`src/rtl/issue_ctrl.sv`:
```
// Issue controller: buffers fetched instructions in a small FIFO and issues
// them in order to the Decoder, allocating a ROB slot per issued instruction.
// Loads/stores are routed to the LSB, everything else to the RS. A rollback
// flushes the queue and reloads the ROB tail, with one FLUSH cycle after it.
module issue_ctrl #(
   parameter int QDEPTH = 4
) (
   input  logic        clk,
   input  logic        rst,
   input  logic        rdy,
   input  logic        rollback,
   input  logic [3:0]  rb_rob_pos,
   input  logic        if_valid,
   input  logic [31:0] if_inst,
   input  logic [31:0] if_pc,
   input  logic        if_pre_j,
   output logic        if_ready,
   input  logic        rob_full,
   input  logic        rs_full,
   input  logic        lsb_full,
   output logic        dec_valid,
   output logic [31:0] dec_inst,
   output logic [31:0] dec_pc,
   output logic        dec_pre_j,
   output logic [3:0]  dec_rob_pos,
   output logic        dec_to_lsb,
   output logic [15:0] stall_cnt
);

   localparam int AW = $clog2(QDEPTH);
   localparam logic [AW:0] CNT_FULL = (AW+1)'(QDEPTH);

   typedef enum logic {RUN = 1'b0, FLUSH = 1'b1} state_e;

   state_e        state_q;
   logic [31:0]   inst_mem_q [QDEPTH];
   logic [31:0]   pc_mem_q   [QDEPTH];
   logic          prej_mem_q [QDEPTH];
   logic [AW-1:0] head_q, head_d, tail_q, tail_d;
   logic [AW:0]   cnt_q, cnt_d;
   logic [3:0]    rob_tail_q;
   logic          dec_valid_q, dec_pre_j_q, dec_to_lsb_q;
   logic [31:0]   dec_inst_q, dec_pc_q;
   logic [3:0]    dec_rob_pos_q;
   logic [15:0]   stall_q;

   logic [31:0]   head_inst;
   logic          head_to_lsb, unit_full, run, push, pop, stall;

   assign head_inst   = inst_mem_q[head_q];
   assign head_to_lsb = (head_inst[6:0] == 7'b0000011) || (head_inst[6:0] == 7'b0100011);
   assign unit_full   = head_to_lsb ? lsb_full : rs_full;
   assign run         = (state_q == RUN);

   assign if_ready = (cnt_q < CNT_FULL) && run && !rollback;
   assign push     = if_valid && if_ready && rdy;
   // Only the head may issue; a blocked head stalls everything behind it.
   assign pop      = (cnt_q != '0) && rdy && !rollback && run && !rob_full && !unit_full;
   assign stall    = rdy && run && (cnt_q != '0) && !rollback && !pop;

   // Next pointer/count; rollback wipes the queue and drops any push.
   always_comb begin
      head_d = head_q;
      tail_d = tail_q;
      cnt_d  = cnt_q;
      if (rdy && rollback) begin
         head_d = '0;
         tail_d = '0;
         cnt_d  = '0;
      end else begin
         if (push) tail_d = tail_q + 1'b1;
         if (pop)  head_d = head_q + 1'b1;
         case ({push, pop})
            2'b10:   cnt_d = cnt_q + 1'b1;
            2'b01:   cnt_d = cnt_q - 1'b1;
            default: cnt_d = cnt_q;
         endcase
      end
   end

   // Queue storage; contents are don't-care until written, so no reset.
   always_ff @(posedge clk) begin
      if (push) begin
         inst_mem_q[tail_q] <= if_inst;
         pc_mem_q[tail_q]   <= if_pc;
         prej_mem_q[tail_q] <= if_pre_j;
      end
   end

   // Control FSM, ROB tail allocation, registered issue outputs, stall counter.
   always_ff @(posedge clk or negedge rst) begin
      if (!rst) begin
         state_q       <= RUN;
         head_q        <= '0;
         tail_q        <= '0;
         cnt_q         <= '0;
         rob_tail_q    <= '0;
         dec_valid_q   <= 1'b0;
         dec_inst_q    <= '0;
         dec_pc_q      <= '0;
         dec_pre_j_q   <= 1'b0;
         dec_rob_pos_q <= '0;
         dec_to_lsb_q  <= 1'b0;
         stall_q       <= '0;
      end else if (rdy) begin
         head_q <= head_d;
         tail_q <= tail_d;
         cnt_q  <= cnt_d;
         case (state_q)
            RUN:     if (rollback) state_q <= FLUSH;
            default: state_q <= RUN;
         endcase
         if (rollback)  rob_tail_q <= rb_rob_pos;
         else if (pop)  rob_tail_q <= rob_tail_q + 4'd1;
         dec_valid_q <= pop;
         if (pop) begin
            dec_inst_q    <= head_inst;
            dec_pc_q      <= pc_mem_q[head_q];
            dec_pre_j_q   <= prej_mem_q[head_q];
            dec_rob_pos_q <= rob_tail_q;
            dec_to_lsb_q  <= head_to_lsb;
         end
         if (stall && (stall_q != 16'hFFFF)) stall_q <= stall_q + 16'd1;
      end
   end

   assign dec_valid   = dec_valid_q;
   assign dec_inst    = dec_inst_q;
   assign dec_pc      = dec_pc_q;
   assign dec_pre_j   = dec_pre_j_q;
   assign dec_rob_pos = dec_rob_pos_q;
   assign dec_to_lsb  = dec_to_lsb_q;
   assign stall_cnt   = stall_q;

endmodule
```
`config.mk`:
```
export PLATFORM = sky130hd
export DESIGN_NAME = issue_ctrl
export DESIGN_NICKNAME = d
export VERILOG_FILES = /design/src/rtl/issue_ctrl.sv
export SDC_FILE = /design/constraint.sdc
export NUM_CORES = 1
export LEC_CHECK = 0
export ABC_AREA = 1
export BUFFER_PORTS_ARGS = -buffer_cell sky130_fd_sc_hd__buf_2
export CAP_MARGIN = 20
export CORE_AREA = 5 5 189 155
export CTS_CLUSTER_DIAMETER = 80
export DETAILED_ROUTE_END_ITERATION = 8
export DIE_AREA = 0 0 194 160
export HOLD_SLACK_MARGIN = 0.12
export PLACE_DENSITY = 0.84
export SYNTH_ARGS = -nofsm -noshare
export SYNTH_HDL_FRONTEND = slang
export SYNTH_SLANG_ARGS = --single-unit
```
`constraint.sdc`:
```
create_clock -name clk -period 4 [get_ports clk]
set_input_delay 0.4 -clock clk [delete_from_list [all_inputs] [get_ports clk]]
set_output_delay 0.4 -clock clk [all_outputs]
set_load 0.03 [all_outputs]
```
# After elaboration in Yosys (flattened, before gate mapping)
# Memories as Yosys holds them, arrays and structs flattened. A register that Yosys moved wholly into a read port is not among the register bits.
# Cells that the tools add are included.
[totals] regBits=66 mem_bits_rw=260 in_bits=77 out_inout_bits=88 elab_cells=72 n_memories=3
[memory_table] memory="inst_mem_q" words=4 width=32 read_ports=1 rd_clocked_by_memory_dff=0 wr=1 line_no="36" rtl="logic [31:0] inst_mem_q [QDEPTH];"
[memory_table] memory="pc_mem_q" words=4 width=32 read_ports=1 rd_clocked_by_memory_dff=1 wr=1 line_no="37" rtl="logic [31:0] pc_mem_q [QDEPTH];"
[memory_table] memory="prej_mem_q" words=4 width=1 read_ports=1 rd_clocked_by_memory_dff=1 wr=1 line_no="38" rtl="logic prej_mem_q [QDEPTH];"
[classes] add_sub_neg=6 n_lt_le_gt_ge=1 eq_ne=5 mux=13 bitwise=1 reduce_logical=33
[op_table] operator="adder 16 x 1 -> 16 bit, second input constant" n=1
[op_table] operator="inequality test 16 bit, second input constant" n=1
[op_table] operator="logical AND 1 bit" n=15
[op_table] operator="AND reduction 2 bit" n=6
[op_table] operator="2-to-1 mux 2 bit" n=4
[op_table] operator="2-to-1 mux 4 bit" n=2
[op_table] operator="equality test 7 x 2 -> 1 bit, second input constant" n=1
[op_table] operator="equality test 7 x 6 -> 1 bit, second input constant" n=1
[op_table] operator="zero test 1 bit" n=6
[op_table] operator="case mux 3 bit (2 select lines)" n=1
[op_table] operator="nonzero test 2 bit" n=3
[op_table] operator="nonzero test 3 bit" n=2
[op_table] operator="2-to-1 mux 1 bit" n=5
[op_table] operator="adder 2 x 1 -> 2 bit, second input constant" n=2
[op_table] operator="adder 4 x 1 -> 4 bit, second input constant" n=1
[op_table] operator="adder 3 x 1 -> 3 bit, second input constant" n=1
[op_table] operator="less-than comparator 3 bit, second input constant" n=1
[op_table] operator="2-to-1 mux 3 bit" n=1
[op_table] operator="subtractor 3 x 1 -> 3 bit, second input constant" n=1
[op_table] operator="equality test 2 x 1 -> 1 bit, second input constant" n=1
[op_table] operator="equality test 2 bit, second input constant" n=1
[op_table] operator="logical OR 1 bit" n=1
[op_table] operator="inverter 1 bit" n=1

# Depth between registers and ports, before layout
[logic_depth] ltp_word=10 depth_mapped=22

# Worst setup path before layout
# No wires, ideal clock.
[synth_timing] path_kind="input -> register" start="input rollback" end="memory inst_mem_q[0][0] (enable)" setup_ps=488 t_arrival_ps=4531 t_required_ps=3512 slack_ps=-1019 cell_stages=4 cell_sequence="clkbuf_1 > nor3_1 > nand3_1 > nor2_1"
[synth_between] elab_chain_cells=6
[synth_rtl] element="start, declared" line_no="11" rtl="input logic rollback,"
[synth_rtl] element="zero test 1 bit" line_no="55" rtl="assign if_ready = (cnt_q < CNT_FULL) && run && !rollback;"
[synth_rtl] element="logical AND 1 bit" line_no="55"
[synth_rtl] element="named net if_ready" line_no="17" rtl="output logic if_ready,"
[synth_rtl] element="logical AND 1 bit (2 in series)" line_no="56" rtl="assign push = if_valid && if_ready && rdy;"
[synth_rtl] element="2-to-1 mux 1 bit" line_no="83" rtl="if (push) begin"
[synth_rtl] element="2-to-1 mux 1 bit (implied by the code)" line_no="84" rtl="inst_mem_q[tail_q] <= if_inst;"
[synth_rtl] element="end, declared" line_no="36"
# The timed path passes the listed nets, and every way through them passes these cells.

# Worst setup path after layout
[layout_timing] start="register head_q[0]" end="register dec_pc_q[15] (netlist: dec_pc[15]), read port of pc_mem_q"
[layout_between] elab_chain_cells=7 word_cells_on_any_way=8
[layout_rtl] element="start, declared" line_no="39" rtl="logic [AW-1:0] head_q, head_d, tail_q, tail_d;"
[layout_rtl] element="start signal, assigned" line_no="94" rtl="head_q <= '0;"
[layout_rtl] element="start signal, assigned" line_no="106" rtl="head_q <= head_d;"
[layout_rtl] element="memory read (4 x 32 bit)"
[layout_rtl] element="equality test 7 x 2 -> 1 bit or equality test 7 x 6 -> 1 bit (tied branches)" line_no="51" rtl="assign head_to_lsb = (head_inst[6:0] == 7'b0000011) || (head_inst[6:0] == 7'b0100011);"
[layout_rtl] element="logical OR 1 bit" line_no="51"
[layout_rtl] element="2-to-1 mux 1 bit" line_no="52" rtl="assign unit_full = head_to_lsb ? lsb_full : rs_full;"
[layout_rtl] element="zero test 1 bit" line_no="58" rtl="assign pop = (cnt_q != '0) && rdy && !rollback && run && !rob_full && !unit_full;"
[layout_rtl] element="logical AND 1 bit" line_no="58"
[layout_rtl] element="AND reduction 2 bit (no source line)"
[layout_rtl] element="end, declared" line_no="43" rtl="logic [31:0] dec_inst_q, dec_pc_q;"
# Parallel ways exist; a longest one is shown, timed or not.
# A chain may end at the register's enable or synchronous reset.

==> metrics.yaml <==
yosys:
  yosys_register_bits: 359
  synth_area_per_cell_um2: 12.2
  synth_nets: 1225
  synth_warnings: 0
  synth_cell_types: 32
  synth_top_area_frac: 0.562
  synth_cells: 1141
  synth_area_leaders: "edfxtp_1 56%, dfrtp_1 18%, nand2_1 7.4%"
  syn_area_um2: 13900
  yosysSeqAreaShare: 0.740
  ys.flop_type: "edfxtp_1"
  yosysMostFrequentCell: "nand2_1"
  synth_edf_count: 260
  async_flop_share: 0.276
  synth_common_cells: "274 x nand2_1, 260 x edfxtp_1, 141 x nor2_1, 133 x o21ai_0, 99 x dfrtp_1"
  yosysTopAreaCell: "edfxtp_1"
status:
  status: "finished clean"
critical_path:
  critPathMaxStageDelay_ns: 0.65
  crit_chain: "inv_4, nand2_1, nand2_1, nand2_1, nand2_1, nand2_1, nor2_4, nand3_2, nand3_4, buf_4, nand2_1, nand2_1"
  cp.arrival_ns: 3.54
  path_class: "flop to flop"
  cpMaxStageDelayCell: "buf_4"
  critical_path.max_fanout: 68
  crit_family: "simple AND/OR/NAND/NOR gates"
  worstSetupEndpointType: "flop"
  cp_num_buf_inv: 2
  startpoint_type: "flop"
  crit_top_cell: "nand2_1"
  worstPathRequired_ns: 4.43
sta:
  layout_setup_ws_ns: 0.893
  drv_slew: 0
  rsz0062_at_grt: "no"
  finClkSkew_ns: 0.0170
  tightest_slew_ns: 0.772
  finalCritPeriodShare: 0.777
  hold_viol: 0
  slew_headroom: 0.485
  fmax_mhz: 322
  fin_setup_tns_ns: 0
  setup_viol: 0
  fin_crit_ns: 3.11
clock_network:
  clk_pin_slew_ns: 0.06
  cts_root_buf: "clkbuf_16"
  clk_latency_ns: 0.51
  tritoncts: "built"
  cts_setup_buffers: 0
  cts_buffer_depth: 3
  clock_sinks: 359
  htree_num_levels: 2
  numCtsBuffers: 35
power:
  switchingPower_uw: 2700
  comb_power_share: 0.177
  p_leak_uw: 0.00690
  clockPowerShare: 0.335
  p_int_uw: 6720
  p_sw_frac: 0.287
  power_per_cell_area_nw_per_um2: 562
  seq_power_share: 0.488
  p_total_uw: 9420
  ir_drop_mv: 0.434
finish:
  drive_gt1_frac: 0.181
  final_cells: 1745
  nNetsFinal: 1438
  syn2layout_area_growth_pct: 20.6
grt:
  grtUsageTotal: 0.196
  grt_max_degree: 71
  grt_pass1_vias: 9301
  grt_first_pass_wirelength_um: 49400
  antenna_found_initial: 1
  grt-ovfl-total: 0
die:
  die_x_um: 194
  rows: 54
  start_util: 0.515
  ios: 165
  coreArea_um2: 27000
  die_y_um: 160
  dieArea_um2: 31000
placed_design:
  hpwlAfterDp_um: 17900
  dp_slack_ns: 0.905
  place_inst: 1623
  portBuffers: 164
  routabilityCongestion: 0.793
drt:
  drc_errors: 0
  wl_per_cell_um: 17.7
  vias_per_cell: 5.30
  first_pass_iters: 5
  drtIter0Drc: 725
  vias: 9245
  finalWirelength_um: 30900
  drtAntennaViolNets: 0
worst_hold_path:
  hold_class: "input pin to flop"
flow_run:
  maxCapViolations: 0
[metrics by stage]
stage,util,hold WS (ns),area (um2)
detailed placement,0.559,0.460,15100
CTS,0.621,0.121,16700
finish,0.621,0.133,16800
floorplan,-,0.104,13900
global placement,0.559,0.459,15100
global route,0.621,0.127,16800
[worst reg2reg max path: cells and delay by family (launching register included)]
| family | cells | cell delay [ns] |
|---|---|---|
| buf+inv | 2 | 1.18 |
| simple gates | 10 | 1.23 |
| flops | 1 | 0.63 |
[power groups by stage]
stage	sequential (uW)	clock (uW)	combinational [uW]
after floorplan	5240	0	460
after global placement	4650	0	1590
after detailed placement	4660	0	1630
after CTS	4590	3220	1690
after global routing	4640	3380	1820
final	4590	3160	1670
[layout by cell type, fill, tap and decap left out, types with 3 or more instances in the layout]
| cell type | instances |
|---|---|
| nor2_1 | 137 |
| nor2_4 | 8 |
| clkbuf_1 | 12 |
| nand3_1 | 23 |
| o21ai_0 | 133 |
| xnor2_1 | 6 |
| buf_4 | 11 |
| buf_12 | 4 |
| xor2_1 | 8 |
| dlygate4sd3_1 | 58 |
| clkbuf_16 | 37 |
| a21oi_1 | 3 |
| clkinv_1 | 4 |
| nand2_2 | 5 |
| o22ai_1 | 59 |
| a31oi_1 | 3 |
| buf_2 | 163 |
| clkinv_2 | 4 |
| dfrtp_1 | 97 |
| nand4_1 | 3 |
| edfxtp_1 | 260 |
| ha_1 | 7 |
| nor3_1 | 7 |
| nand2_1 | 274 |
| inv_1 | 32 |
[cell type report]
type,instances,area [um2]
multi-input combinational,686,3200
timing repair buffer,236,1560
tap,364,455
fill,2021,10200
sequential,359,10300
antenna,1,2.50
clock buffer,51,998
inverter,36,140
clock inverter,12,110
[registers in the layout (all words and copies together), names as in the netlist, 2 cells and up]
signal,flops
prej_mem_q,4
pc_mem_q,128
dec_pc,32
rob_tail_q,4
dec_inst,32
stall_cnt,16
cnt_q,3
tail_q,2
head_q,2
dec_rob_pos,4
inst_mem_q,128
[path summary, 6_finish.rpt]
check                            from              end  slack, ns  depth (start not counted)
max                         head_q[0]       dec_pc[15]       0.89                         12
min                         if_pc[19]  pc_mem_q[2][19]       0.13                          1
max reg2reg                 head_q[0]       dec_pc[15]       0.89                         12
min reg2reg                dec_pc[25]       dec_pc[25]       0.47                          2
max in group asynchronous         rst     stall_cnt[7]       2.65                          3
min in group asynchronous         rst       dec_pc[24]       0.50                          2
[kinds of logic after synthesis]
family                     after synthesis  synth area share
AOI/OAI and AO/OA                      202            0.0789
xor gates and xnor gates                14           0.00883
adders and majority gates                7           0.00630
buffers and inverters                   96            0.0322
DFF                                    359             0.740
and+or+nand+nor                        463             0.134
[timing repair]
action | 4_1_cts | 5_1_grt
hold endpoints to repair | 274 | 0
hold buffers | 58 | 0
resized for setup | 0 | 0
[per-layer routing]
layer / GRT usage / part of all wire
met5: 0 / 0
met4: 0.0546 / 0.024
met3: 0.0392 / 0.067
met2: 0.327 / 0.49
met1: 0.268 / 0.42
No activity file was read; power rests on OpenSTA's default activity.
